### config.mk
export PLATFORM = sky130hd
export DESIGN_NAME = prng_arbiter_flat
export DESIGN_NICKNAME = d
export VERILOG_FILES = /design/src/rtl/prng_arbiter_if.sv /design/src/rtl/prng_arbiter.sv /design/src/flat_wrapper.sv
export SDC_FILE = /design/constraint.sdc
export NUM_CORES = 1
export LEC_CHECK = 0
export ABC_AREA = 0
export ABC_CLOCK_PERIOD_IN_PS = 3900
export BUFFER_PORTS_ARGS = -buffer_cell sky130_fd_sc_hd__buf_2
export CAP_MARGIN = 0
export CORE_MARGIN = 1.5
export CORE_UTILIZATION = 54
export DETAILED_ROUTE_END_ITERATION = 10
export GPL_ROUTABILITY_DRIVEN = 0
export PLACE_DENSITY = 0.82
export SLEW_MARGIN = 0
export SYNTH_ARGS = -nofsm -noshare
export SYNTH_HDL_FRONTEND = slang
export SYNTH_SLANG_ARGS = --single-unit
### constraint.sdc
create_clock -name clk -period 3.9 [get_ports clk]
set_input_delay 0 -clock clk [delete_from_list [all_inputs] [get_ports clk]]
set_output_delay 0 -clock clk [all_outputs]
set_load 0.02 [all_outputs]
### src/rtl/prng_arbiter_if.sv
// Request/grant bundle for prng_arbiter: two requesters share one LFSR byte source.
// The master side drives requests and seeding; the slave side returns grants and random bytes.
interface prng_arbiter_if;
    logic [1:0] req;
    logic       seed_load;
    logic [7:0] seed;
    logic [1:0] gnt;
    logic [7:0] rnd;
    logic       valid;
    logic       busy;

    modport master (
        output req, seed_load, seed,
        input  gnt, rnd, valid, busy
    );

    modport slave (
        input  req, seed_load, seed,
        output gnt, rnd, valid, busy
    );
endinterface

### src/rtl/prng_arbiter.sv
// Round-robin arbiter handing out LFSR bytes: each grant advances an 8-bit LFSR STEPS times.
// Optional macro PRNG_ARB_ZERO_GUARD_EN replaces a zero seed with the reset seed 8'h2A.
module prng_arbiter #(
    parameter int STEPS = 8
) (
    input logic           clk,
    input logic           rst,
    prng_arbiter_if.slave bus
);

    if (STEPS < 1 || STEPS > 15) begin : g_steps_check
        $error("prng_arbiter: STEPS must be in 1..15");
    end

    localparam logic [7:0] LFSR_INIT = 8'h2A;
    localparam logic [3:0] STEPS_CNT = 4'(STEPS);

    typedef enum logic [1:0] {
        IDLE,
        RUN,
        DELIVER
    } state_t;

    state_t     state, state_next;
    logic [7:0] lfsr, lfsr_next;
    logic [3:0] step_cnt, step_cnt_next;
    logic       winner, winner_next;
    logic       prio, prio_next;
    logic [7:0] seed_val;
    logic [7:0] lfsr_shift;
    logic       pick;

`ifdef PRNG_ARB_ZERO_GUARD_EN
    assign seed_val = (bus.seed == 8'h00) ? LFSR_INIT : bus.seed;
`else
    assign seed_val = bus.seed;
`endif

    assign lfsr_shift = {lfsr[6:0], lfsr[7] ^ lfsr[5] ^ lfsr[4] ^ lfsr[3]};

    // Single requester wins outright; a tie goes to the priority pointer.
    assign pick = (bus.req == 2'b11) ? prio : bus.req[1];

    // NOTE: state registers use non-blocking assignments so every flop samples pre-edge values.
    always_ff @(posedge clk or posedge rst) begin
        if (rst) begin
            state    <= IDLE;
            lfsr     <= LFSR_INIT;
            step_cnt <= '0;
            winner   <= 1'b0;
            prio     <= 1'b0;
        end else begin
            state    <= state_next;
            lfsr     <= lfsr_next;
            step_cnt <= step_cnt_next;
            winner   <= winner_next;
            prio     <= prio_next;
        end
    end

    // NOTE: every output of this block is defaulted first, so no path can infer a latch.
    always_comb begin
        state_next    = state;
        lfsr_next     = lfsr;
        step_cnt_next = step_cnt;
        winner_next   = winner;
        prio_next     = prio;
        unique case (state)
            IDLE: begin
                if (bus.seed_load) begin
                    lfsr_next = seed_val;
                end else if (|bus.req) begin
                    winner_next   = pick;
                    step_cnt_next = '0;
                    state_next    = RUN;
                end
            end
            RUN: begin
                // The cycle that sees the full count hands over without shifting again,
                // giving exactly STEPS shifts and a STEPS+1 cycle RUN phase.
                if (step_cnt == STEPS_CNT) begin
                    state_next = DELIVER;
                end else begin
                    lfsr_next     = lfsr_shift;
                    step_cnt_next = step_cnt + 4'd1;
                end
            end
            DELIVER: begin
                prio_next  = ~winner;
                state_next = IDLE;
            end
            default: state_next = IDLE;
        endcase
    end

    always_comb begin
        bus.valid = (state == DELIVER);
        bus.busy  = (state != IDLE);
        bus.gnt   = 2'b00;
        bus.rnd   = 8'h00;
        if (state == DELIVER) begin
            bus.gnt = winner ? 2'b10 : 2'b01;
            bus.rnd = lfsr;
        end
    end

endmodule

### src/flat_wrapper.sv
// flat-port wrapper written by rule: the top's interface ports become plain ports
module prng_arbiter_flat 
#(
    parameter int STEPS = 8
)
  (clk, rst, bus_req, bus_seed_load, bus_seed, bus_gnt, bus_rnd, bus_valid, bus_busy);
  prng_arbiter_if bus_i ();
  input logic clk;
  input logic rst;
  input wire logic [$bits(bus_i.req)-1:0] bus_req;
  input wire logic [$bits(bus_i.seed_load)-1:0] bus_seed_load;
  input wire logic [$bits(bus_i.seed)-1:0] bus_seed;
  output wire logic [$bits(bus_i.gnt)-1:0] bus_gnt;
  output wire logic [$bits(bus_i.rnd)-1:0] bus_rnd;
  output wire logic [$bits(bus_i.valid)-1:0] bus_valid;
  output wire logic [$bits(bus_i.busy)-1:0] bus_busy;
  assign bus_i.req = bus_req;
  assign bus_i.seed_load = bus_seed_load;
  assign bus_i.seed = bus_seed;
  assign bus_gnt = bus_i.gnt;
  assign bus_rnd = bus_i.rnd;
  assign bus_valid = bus_i.valid;
  assign bus_busy = bus_i.busy;
  prng_arbiter #(.STEPS(STEPS)) u_core (.clk(clk), .rst(rst), .bus(bus_i));
endmodule
==> reports/results.tsv <==
metric	value	unit
status	finished, final reports clean	
fp.dieW	44.44	µm
max_clock_freq	0.5711	GHz
postRouteAntennaNets	0	
hpwl	1.256	mm
nNetsFinal	128	
clockRootBuffer	clkbuf_4	
clk_pin_slew	0.09	ns
r2r-end	u_core.lfsr[2]	
fillers	131	
comb_power_share	47.7	%
min_to	u_core.winner	
grt_pass1_vias	680	
m1WireLength	726	µm
clock_latency	0.29	ns
leakage	0.5742	nW
fin_worst_skew	0.004962	ns
grt_max_degree	17	
ys_seq_area_share	43.59	%
synth_top_family_by_area	multiplexers	
synthFlopType	dfrtp_1	
postSynthAreaPerCell	11.17	µm²
power.net_switching	0.2872	mW
end_kind	register	
synthDistinctLibCells	28	
yosys_register_bits	16	
hold_path_depth	4	
clock_power_share	11.5	%
r2r_cells	5	
finalSetupTns	0	ns
highest_layer	met4	
hold_viol	0	
synthAdderAreaFrac	2.699	%
path_max_fanout	7	
synth-compound-area-share	7.692	%
min_path_type	in -> reg	
fin_util	70.71	%
tightest_slew	0.5943	ns
h-tree-depth	1	
rsz0062_at_grt	false	
met2_length	832	µm
reg2reg_from	u_core.step_cnt[0]	
worstPathArrival	1.93	ns
globalRoute.totalOverflow	0	
regArea	404.1	µm²
row_count	14	
crit_chain	inv_1 > ha_1 > and4b_1 > nor3_4 > mux2_2	
synth-simple-area-share	19.84	%
die_h	44.44	µm
antenna_found_initial	0	
synthesis.nets	98	
wl_met3	81	µm
maxCapViolCount	0	
postSynthCellCount	83	
synth-xor-area-share	2.834	%
min_from	bus_req[0]	
die_area	1974	µm²
core_area	1559	µm²
area_growth	18.89	%
drt_pass1_iterations	6	
stdcell_count	128	
syn-cell-area	927.1	µm²
clk_path_buf_depth	2	
ir_worst_vdd	0.0003549	V
ff2ff_setup_slack	2.15	ns
cts_resized	0	
drt_iter0_drc	13	
post_drt_wl_per_cell	13.06	µm
maxSlewHeadroom	60.34	%
yosys_warnings	0	
slowest_stage	dfrtp_1	
io_buffers	24	
vias_per_cell	5.633	
placedCellCount	122	
diodes	0	
min_period	1.751	ns
grtUsageTotal	20.41	%
place_area	1056	µm²
wl	1.672	mm
power_density	731.8	nW/µm²
netSwitchingFraction	35.60	%
p_int	0.5196	mW
cts_made_buffers	3	
slew_violations	0	
drive_above_1_share	41.96	%
grt_pass1_wl	2.842	mm
setup_viol	0	
crit_type	reg -> reg	
num_io_pins	25	
fin_area	1102	µm²
post-route-period-util	44.90	%
crit_required	4.08	ns
cts_tree	done	
cp-start-kind	register	
async_flop_share	100.0	%
dr_total_vias	721	
seqPwrFrac	40.8	%
slowest_delay	0.38	ns
route.detailed.drc	0	
synth_edf_count	0	
clock_sinks	16	
start_util	59.47	%
synthMuxAreaShare	20.11	%
multi_input_area	493.0	µm²
[per-layer routing]
metal | global-route usage (%) | vias to the layer above
li1 | - | 348
met1 | 25.00 | 342
met2 | 33.82 | 27
met3 | 2.449 | 4
met4 | 13.33 | 0
met5 | 0 | -
[Yosys cell counts (all sizes together) (2+ instances only)]
master / count / area share (%)
ha: 2 / 2.7
or3: 2 / 1.3
o21ai: 7 / 3.8
inv: 5 / 2.0
nor2: 5 / 2.0
and2: 9 / 6.1
xnor2: 3 / 2.8
dfrtp: 13 / 35
mux2: 14 / 19
dfstp: 3 / 8.5
nand3: 4 / 2.2
[how the worst max path moves through the flow]
stage	start	end	slack [ns]	depth (start not counted)
after floorplan	u_core.step_cnt[0]	u_core.lfsr[2]	2.29	5
after global placement	u_core.step_cnt[0]	u_core.lfsr[7]	2.21	5
after detailed placement	u_core.step_cnt[0]	u_core.lfsr[7]	2.16	5
after CTS	u_core.step_cnt[0]	u_core.lfsr[7]	2.15	5
after global routing	u_core.step_cnt[0]	u_core.lfsr[6]	2.05	5
final	u_core.step_cnt[0]	u_core.lfsr[2]	2.15	5
[state kept, by name (all words and copies together), names as in the netlist]
name	cells
u_core.winner	1
u_core.prio	1
u_core.state	2
u_core.lfsr	8
u_core.step_cnt	4
[what timing repair did]
item / in CTS / in global routing
hold buffers: 2 / 0
endpoints found under the hold margin: 14 / 0
setup buffers: 0 / 0
[cell families (layout without fill, tap and decap cells)]
group           Yosys count  count (layout)
flops                    16              16
fa+ha+maj                 2               2
simple gates             29              29
mux                      15              15
buf+inv                   6              35
compound gates           12              12
xor+xnor                  3               3
[worst max-delay path: cells and delay by family (launching register included)]
family        cells  cell delay, ns
fa+ha+maj         1            0.21
simple gates      2            0.59
flops             1            0.38
mux               1            0.37
buf+inv           1            0.08
[area by class of cell]
type                    instances  area share [%]
clock buffers                   4           2.384
inverters                       5           1.703
multi-input cells              61           44.72
flip-flops and latches         16           36.66
well taps                      16           1.816
repair buffers                 26           12.71
[layout by cell type, fill, tap and decap left out, types with 2 or more instances in the layout]
cell type      count
buf_2             24
dfrtp_1           13
mux2_2             9
and2_1             9
o21ai_0            7
nor2_1             5
inv_1              5
mux2_4             5
nand3_1            4
xnor2_1            3
clkbuf_4           3
dfstp_2            3
or3_1              2
ha_1               2
dlygate4sd3_1      2
[stage by stage]
| step | power, mW | hold WS (ns) | setup slack (ns) |
|---|---|---|---|
| floorplan | 0.6476 | -0.08841 | 2.291 |
| global placement | 0.7013 | 0.08834 | 2.206 |
| detailed placement | 0.7168 | 0.09376 | 2.162 |
| CTS | 0.8145 | 0.03769 | 2.149 |
| global route | 0.8691 | 0.06819 | 2.049 |
| finish | 0.8067 | 0.04565 | 2.149 |
[power groups by stage]
stage | logic (mW) | clock network (mW) | registers (mW)
floorplan | 0.335 | 0 | 0.313
global placement | 0.373 | 0 | 0.328
detailed placement | 0.383 | 0 | 0.334
CTS | 0.388 | 0.0967 | 0.330
global route | 0.424 | 0.101 | 0.344
finish | 0.385 | 0.0927 | 0.329
Power figures use the tool's default switching activity.
